==> config.mk <==
export PLATFORM = sky130hd
export DESIGN_NAME = nc_cycle_arbiter
export DESIGN_NICKNAME = d
export VERILOG_FILES = /design/src/rtl/nc_pkg.sv /design/src/rtl/nc_grant_arb.sv /design/src/rtl/nc_cycle_arbiter.sv
export SDC_FILE = /design/constraint.sdc
export NUM_CORES = 1
export LEC_CHECK = 0
export CAP_MARGIN = 5
export CORE_AREA = 2 2 165 86
export DETAILED_ROUTE_END_ITERATION = 12
export DIE_AREA = 0 0 167 88
export DONT_BUFFER_PORTS = 1
export PLACE_DENSITY = 0.36
export SKIP_LAST_GASP = 1
export SYNTH_ARGS = -nofsm -noshare
export SYNTH_HDL_FRONTEND = slang
export SYNTH_HIERARCHICAL = 1
export SYNTH_SLANG_ARGS = --single-unit
==> constraint.sdc <==
create_clock -name t_clk2 -period 5.72 [get_ports t_clk2]
set_input_delay 1.144 -clock t_clk2 [delete_from_list [all_inputs] [get_ports t_clk2]]
set_output_delay 1.144 -clock t_clk2 [all_outputs]
set_load 0.05 [all_outputs]
==> src/rtl/nc_pkg.sv <==
// Shared types and constants for the NC memory cycle arbiter.
package nc_pkg;

    localparam int NC_AW = 15;
    localparam int NC_DW = 16;

    // Requester identity latched at grant time.
    localparam logic ID_CPU = 1'b0;
    localparam logic ID_DMA = 1'b1;

    typedef enum logic [2:0] {
        ST_IDLE   = 3'd0,
        ST_SETUP  = 3'd1,
        ST_STROBE = 3'd2,
        ST_WAIT   = 3'd3,
        ST_DONE   = 3'd4
    } nc_state_e;

    // The NC strobe (and write enable) is high in exactly these states.
    function automatic logic is_strobe_state(input nc_state_e st);
        return (st == ST_STROBE) || (st == ST_WAIT);
    endfunction

endpackage

==> src/rtl/nc_grant_arb.sv <==
// Fixed DMA priority with a burst counter that hands the port to a waiting CPU
// after DMA_BURST consecutive DMA grants.
module nc_grant_arb #(
    parameter int DMA_BURST = 4
) (
    input  logic t_clk2,
    input  logic t_rst1,
    input  logic i_dma_req,
    input  logic i_cpu_req,
    input  logic i_grant_stb,
    output logic o_grant_dma,
    output logic o_grant_cpu
);

    localparam int BW = $clog2(DMA_BURST + 1);
    localparam logic [BW-1:0] BURST_MAX = BW'(DMA_BURST);
    localparam logic [BW-1:0] BURST_ONE = BW'(1);

    logic [BW-1:0] burst_cnt_q;
    logic [BW-1:0] burst_cnt_d;
    logic          sat_s;

    // Winner selection and burst counter next-state.
    always_comb begin
        sat_s       = (burst_cnt_q == BURST_MAX);
        o_grant_dma = i_dma_req & ~(sat_s & i_cpu_req);
        o_grant_cpu = i_cpu_req & ~o_grant_dma;
        burst_cnt_d = burst_cnt_q;
        if (i_grant_stb) begin
            if (o_grant_cpu) begin
                burst_cnt_d = {BW{1'b0}};
            end else if (o_grant_dma && i_cpu_req) begin
                if (sat_s) begin
                    burst_cnt_d = burst_cnt_q;
                end else begin
                    burst_cnt_d = burst_cnt_q + BURST_ONE;
                end
            end else begin
                burst_cnt_d = {BW{1'b0}};
            end
        end else begin
            burst_cnt_d = burst_cnt_q;
        end
    end

    // Burst counter register.
    always_ff @(posedge t_clk2 or posedge t_rst1) begin
        if (t_rst1) begin
            burst_cnt_q <= {BW{1'b0}};
        end else begin
            burst_cnt_q <= burst_cnt_d;
        end
    end

endmodule

==> src/rtl/nc_cycle_arbiter.sv <==
// Sequences NC memory cycles (SETUP/STROBE/WAIT/DONE) for the DMA and CPU
// requesters; all outputs are registered and drop at once on reset.
module nc_cycle_arbiter
    import nc_pkg::*;
#(
    parameter int AW        = NC_AW,
    parameter int DW        = NC_DW,
    parameter int RD_LAT    = 2,
    parameter int DMA_BURST = 4
) (
    input  logic          t_clk2,
    input  logic          t_rst1,
    input  logic          i_dma_req,
    input  logic          i_dma_we,
    input  logic [AW-1:0] i_dma_addr,
    input  logic [DW-1:0] i_dma_wdata,
    output logic          o_dma_ack,
    input  logic          i_cpu_req,
    input  logic          i_cpu_we,
    input  logic [AW-1:0] i_cpu_addr,
    input  logic [DW-1:0] i_cpu_wdata,
    output logic          o_cpu_ack,
    output logic [DW-1:0] o_rdata,
    output logic          o_rd_err,
    output logic          o_err_sticky,
    input  logic          i_err_clr,
    output logic          o_busy,
    output logic [AW-1:0] o_mem_addr,
    output logic [DW-1:0] o_mem_din,
    output logic          o_mem_we,
    output logic          o_mem_clk,
    input  logic [DW-1:0] i_mem_dout,
    input  logic          i_mem_err
);

    localparam int CW = $clog2(RD_LAT + 1);
    localparam logic [CW-1:0] WAIT_LOAD = CW'(RD_LAT);
    localparam logic [CW-1:0] WAIT_ONE  = CW'(1);

    nc_state_e     state_q, state_d;
    logic [CW-1:0] wcnt_q, wcnt_d;
    logic          id_q, id_d;
    logic          we_q, we_d;
    logic [AW-1:0] addr_d;
    logic [DW-1:0] wdata_d;
    logic [DW-1:0] rdata_d;
    logic          rd_err_d, sticky_d, busy_d;
    logic          mem_clk_d, mem_we_d, dma_ack_d, cpu_ack_d;
    logic          grant_stb_s, grant_dma_s, grant_cpu_s, sample_s;

    assign grant_stb_s = (state_q == ST_IDLE) && (i_dma_req || i_cpu_req);

    nc_grant_arb #(.DMA_BURST(DMA_BURST)) u_grant_arb (
        .t_clk2      (t_clk2),
        .t_rst1      (t_rst1),
        .i_dma_req   (i_dma_req),
        .i_cpu_req   (i_cpu_req),
        .i_grant_stb (grant_stb_s),
        .o_grant_dma (grant_dma_s),
        .o_grant_cpu (grant_cpu_s)
    );

    // State and WAIT counter registers.
    always_ff @(posedge t_clk2 or posedge t_rst1) begin
        if (t_rst1) begin
            state_q <= ST_IDLE;
            wcnt_q  <= {CW{1'b0}};
        end else begin
            state_q <= state_d;
            wcnt_q  <= wcnt_d;
        end
    end

    // Next-state logic; WAIT counts down from RD_LAT and exits at one.
    always_comb begin
        state_d = state_q;
        wcnt_d  = wcnt_q;
        case (state_q)
            ST_IDLE: begin
                if (grant_stb_s) begin
                    state_d = ST_SETUP;
                end else begin
                    state_d = ST_IDLE;
                end
            end
            ST_SETUP:  state_d = ST_STROBE;
            ST_STROBE: begin
                state_d = ST_WAIT;
                wcnt_d  = WAIT_LOAD;
            end
            ST_WAIT: begin
                if (wcnt_q == WAIT_ONE) begin
                    state_d = ST_DONE;
                    wcnt_d  = {CW{1'b0}};
                end else begin
                    wcnt_d  = wcnt_q - WAIT_ONE;
                end
            end
            ST_DONE:   state_d = ST_IDLE;
            default:   state_d = ST_IDLE;
        endcase
    end

    // Output and datapath next values, registered below.
    always_comb begin
        sample_s  = (state_q == ST_WAIT) && (wcnt_q == WAIT_ONE);
        mem_clk_d = is_strobe_state(state_d);
        mem_we_d  = is_strobe_state(state_d) & we_q;
        busy_d    = (state_d != ST_IDLE);
        dma_ack_d = (state_d == ST_DONE) && (id_q == ID_DMA);
        cpu_ack_d = (state_d == ST_DONE) && (id_q == ID_CPU);

        id_d    = id_q;
        we_d    = we_q;
        addr_d  = o_mem_addr;
        wdata_d = o_mem_din;
        if (grant_stb_s) begin
            if (grant_dma_s) begin
                id_d    = ID_DMA;
                we_d    = i_dma_we;
                addr_d  = i_dma_addr;
                wdata_d = i_dma_wdata;
            end else if (grant_cpu_s) begin
                id_d    = ID_CPU;
                we_d    = i_cpu_we;
                addr_d  = i_cpu_addr;
                wdata_d = i_cpu_wdata;
            end else begin
                id_d    = id_q;
            end
        end else begin
            id_d = id_q;
        end

        rdata_d  = o_rdata;
        rd_err_d = o_rd_err;
        if (sample_s && !we_q) begin
            rdata_d  = i_mem_dout;
            rd_err_d = i_mem_err;
        end else if (sample_s) begin
            rd_err_d = 1'b0;
        end else begin
            rd_err_d = o_rd_err;
        end

        // A new error outranks a simultaneous clear.
        if (sample_s && !we_q && i_mem_err) begin
            sticky_d = 1'b1;
        end else if (i_err_clr) begin
            sticky_d = 1'b0;
        end else begin
            sticky_d = o_err_sticky;
        end
    end

    // Registered outputs and request latch.
    always_ff @(posedge t_clk2 or posedge t_rst1) begin
        if (t_rst1) begin
            id_q         <= ID_CPU;
            we_q         <= 1'b0;
            o_mem_addr   <= {AW{1'b0}};
            o_mem_din    <= {DW{1'b0}};
            o_mem_clk    <= 1'b0;
            o_mem_we     <= 1'b0;
            o_busy       <= 1'b0;
            o_dma_ack    <= 1'b0;
            o_cpu_ack    <= 1'b0;
            o_rdata      <= {DW{1'b0}};
            o_rd_err     <= 1'b0;
            o_err_sticky <= 1'b0;
        end else begin
            id_q         <= id_d;
            we_q         <= we_d;
            o_mem_addr   <= addr_d;
            o_mem_din    <= wdata_d;
            o_mem_clk    <= mem_clk_d;
            o_mem_we     <= mem_we_d;
            o_busy       <= busy_d;
            o_dma_ack    <= dma_ack_d;
            o_cpu_ack    <= cpu_ack_d;
            o_rdata      <= rdata_d;
            o_rd_err     <= rd_err_d;
            o_err_sticky <= sticky_d;
        end
    end

endmodule
==> results by group <==
Status
  – Run status: finished, final reports clean

Yosys
  – Main synth FF type: sky130_fd_sc_hd__dfrtp_1
  – Fraction of synthesis flops using an asynchronous set or reset pin: between 90% and 100%
  – Cell area after synthesis: 3260 um2
  – Seq cells post-synth: 64
  – Warnings, synthesis: 6
  – Mean cell area of the mapped netlist: between 10 and 15 um2
  – Post-synthesis sequential area ratio: between 40% and 50%
  – Synthesized instance count: between 200 and 300
  – Cell variety after synth: 38
  – Post-synth EDFFs: 0
  – Net count after synthesis: about 380

Timing
  – Fin worst setup slack: slightly above 2 ns
  – Final count of hold timing violations: 0
  – Clock skew after layout: ~0.0095 ns
  – Final setup violation count: 0
  – Part of the cycle the worst path needs: between 60% and 70%
  – Worst-Margin Slew: between 1 and 1.5 ns
  – Final min period: around 3.7 ns
  – Final Max Slew Viols: 0
  – Fmax: ~0.27 GHz
  – Accumulated negative setup slack: 0 ns
  – RSZ-0062 raised after global routing: false
  – Worst slew margin relative to its limit: roughly 17%

Placed design
  – Number of cells after detailed placement: ~450
  – Setup slack after placement: roughly 1.6 ns
  – Routability cong.: just over 0.7
  – Number of I/O port buffers: 0
  – Half-perimeter wire length of the detailed placement result: roughly 6400 um

GRT
  – Pin count of the biggest net entering global routing: 62
  – Wire length of the first global-routing pass: approximately 15000 um
  – Antenna violations before repair: 0
  – Via count of the first global-routing pass: around 2400
  – Overall global routing resource usage: about 13%
  – GRT overflow: 0

Routing
  – Number of violations reported at the end of detailed-routing iteration 0: 173
  – Detailed-route DRC error count: 0
  – Via count: roughly 2400
  – Vias per cell: 5.23
  – First-pass detailed-route iteration total: 4
  – Final routed wirelength across all metal layers: roughly 9700 um
  – Post-DRT Antenna Nets: 0
  – WL per Instance: about 21 um

Power and ir drop
  – PwrDens: ~590 nW/um2
  – Total chip power: approximately 2.2 mW
  – Peak VDD IR: approximately 0.17 mV
  – Leakage power figure: 1.58 nW

Clocking
  – Number of clock sinks: between 60 and 70
  – Clk slew on worst S/H paths: around 0.060 ns
  – Post CTS Setup Buffer Count: 0
  – Number of clock buffers inserted by TritonCTS: 9
  – Number of gates given a new drive strength after cts: 0
  – Latest clock arrival within the worst-skew pair: about 0.33 ns
  – Library cell used as clock root buffer: sky130_fd_sc_hd__clkbuf_16
  – H-tree depth: 3
  – CTS tree: built
  – Number of buffers inserted for hold repair after clock tree synthesis: 0
  – Clock Path Buffers: 2

Cells and area
  – Area occupied by registers: roughly 1600 um2
  – Commonest non-fill, non-tap cell in the layout: sky130_fd_sc_hd__dfrtp_1
  – Area of the multi-input gates: approximately 1500 um2
  – Fin cells: between 400 and 500
  – Layout cell share with drive strength beyond 1: between 20% and 30%
  – Net count of the finished layout: between 300 and 400
  – Inserted Diodes: 0
  – Filler cells: about 1400
  – Commonest non-fill, non-tap cells in the layout: sky130_fd_sc_hd__dfrtp_1, sky130_fd_sc_hd__or3_1, sky130_fd_sc_hd__o221a_2
  – Area growth from synthesis to layout: 14.0%

Die
  – Die Footprint: between 10000 and 15000 um2
  – DIE HEIGHT: slightly below 90 um
  – Starting density of the core: 24.6%
  – Width of the chip: between 150 and 200 um
  – Area of the core region: 13300 um2
  – I/O pin total: 140
  – Floorplan row count: 30

Worst setup path
  – Kind of capture point of the worst setup path: register
  – Arrival time worst endpoint: 3.93 ns
  – CP Launch Type: primary input
  – Type of the setup path with the least slack: primary input to register
  – Required time of the worst setup path: approximately 5.9 ns
  – Highest fanout seen on the critical path: 38

Hold path
  – Path type of the worst min-delay path: register to register

Flow run
  – Max cap viols: 0
-- Yosys cell counts, drive strengths merged, types with 3 or more instances --
cell type / number / area, um2
a22o: 4 / 35.0
a41oi: 19 / 166
and2: 4 / 25.0
buf: 8 / 46.3
clkbuf: 19 / 71.3
dfrtp: 64 / 1600
ha: 3 / 37.5
inv: 25 / 93.8
mux2: 16 / 180
nand2b: 3 / 18.8
nor2: 23 / 88.8
nor3: 5 / 30.0
o211a: 3 / 30.0
o221a: 29 / 327
o32a: 13 / 130
or3: 32 / 200
-- power breakdown --
part | switching, mW | internal [mW]
registers | 0.585 | 0.599
logic | 0.224 | 0.230
clock network | 0.206 | 0.338
-- area by class of cell --
cell class	count	share of cell area, %
Multi-Input combinational cell	179	40.1
Sequential cell	64	43.0
Timing Repair Buffer	3	0.605
Tap cell	176	5.92
Inverter	25	2.52
Clock inverter	5	1.55
Clock buffer	11	6.25
-- flip-flops by register name, summed over array words and instances (netlist names) --
name / count
o_err_sticky: 1
we_q: 1
o_mem_we: 1
o_rdata: 16
o_mem_din: 16
o_dma_ack: 1
o_mem_clk: 1
id_q: 1
o_cpu_ack: 1
state_q: 3
wcnt_q: 2
o_rd_err: 1
u_grant_arb/burst_cnt_q: 3
o_mem_addr: 15
o_busy: 1
-- worst paths after layout --
check	slack [ns]	endpoint	startpoint	cells past startpoint
setup / recovery	2.01	o_mem_addr[13]	i_cpu_req	5
hold / removal	0.46	o_cpu_ack	id_q	1
setup reg to reg	2.11	o_mem_addr[13]	u_grant_arb/burst_cnt_q[0]	7
min in group asynchronous	0.57	u_grant_arb/burst_cnt_q[2]	t_rst1	1
max in group asynchronous	4.20	o_rdata[12]	t_rst1	2
hold reg to reg	0.46	o_cpu_ack	id_q	1
-- stage by stage --
step	hold WS (ns)	utilization, %	cell area, um2
after floorplan	0.418	-	3260
after global placement	0.474	25.9	3430
after detailed placement	0.461	25.9	3430
after CTS	0.471	28.1	3720
after global routing	0.498	28.1	3720
final	0.458	28.1	3720
-- cells by family (layout without fill, tap and decap cells) --
kind of cell             after synthesis  in the layout  synth area share (%)
multiplexers                          17             17                  5.83
AND/OR/NAND/NOR                       82             82                  14.3
adder cells (fa/ha/maj)                3              3                  1.15
flip-flops                            64             64                  49.1
AO/OA/AOI/OAI                         77             77                  23.2
buffers and inverters                 52             44                  6.48
-- per-layer routing --
layer | GRT usage, % | part of all wire (%)
met3 | 5.87 | 8.3
met1 | 19.6 | 52
met2 | 17.9 | 39
met5 | 0 | 0
met4 | 3.06 | 1.0
-- worst max-delay path: stages --
cell and delay, ns:
sky130_fd_sc_hd__a31oi_4 0.42, sky130_fd_sc_hd__nor2b_4 0.91, sky130_fd_sc_hd__nor2b_2 0.90, sky130_fd_sc_hd__a41oi_1 0.24, sky130_fd_sc_hd__o221a_2 0.30
No activity file was read; power rests on OpenSTA's default activity.
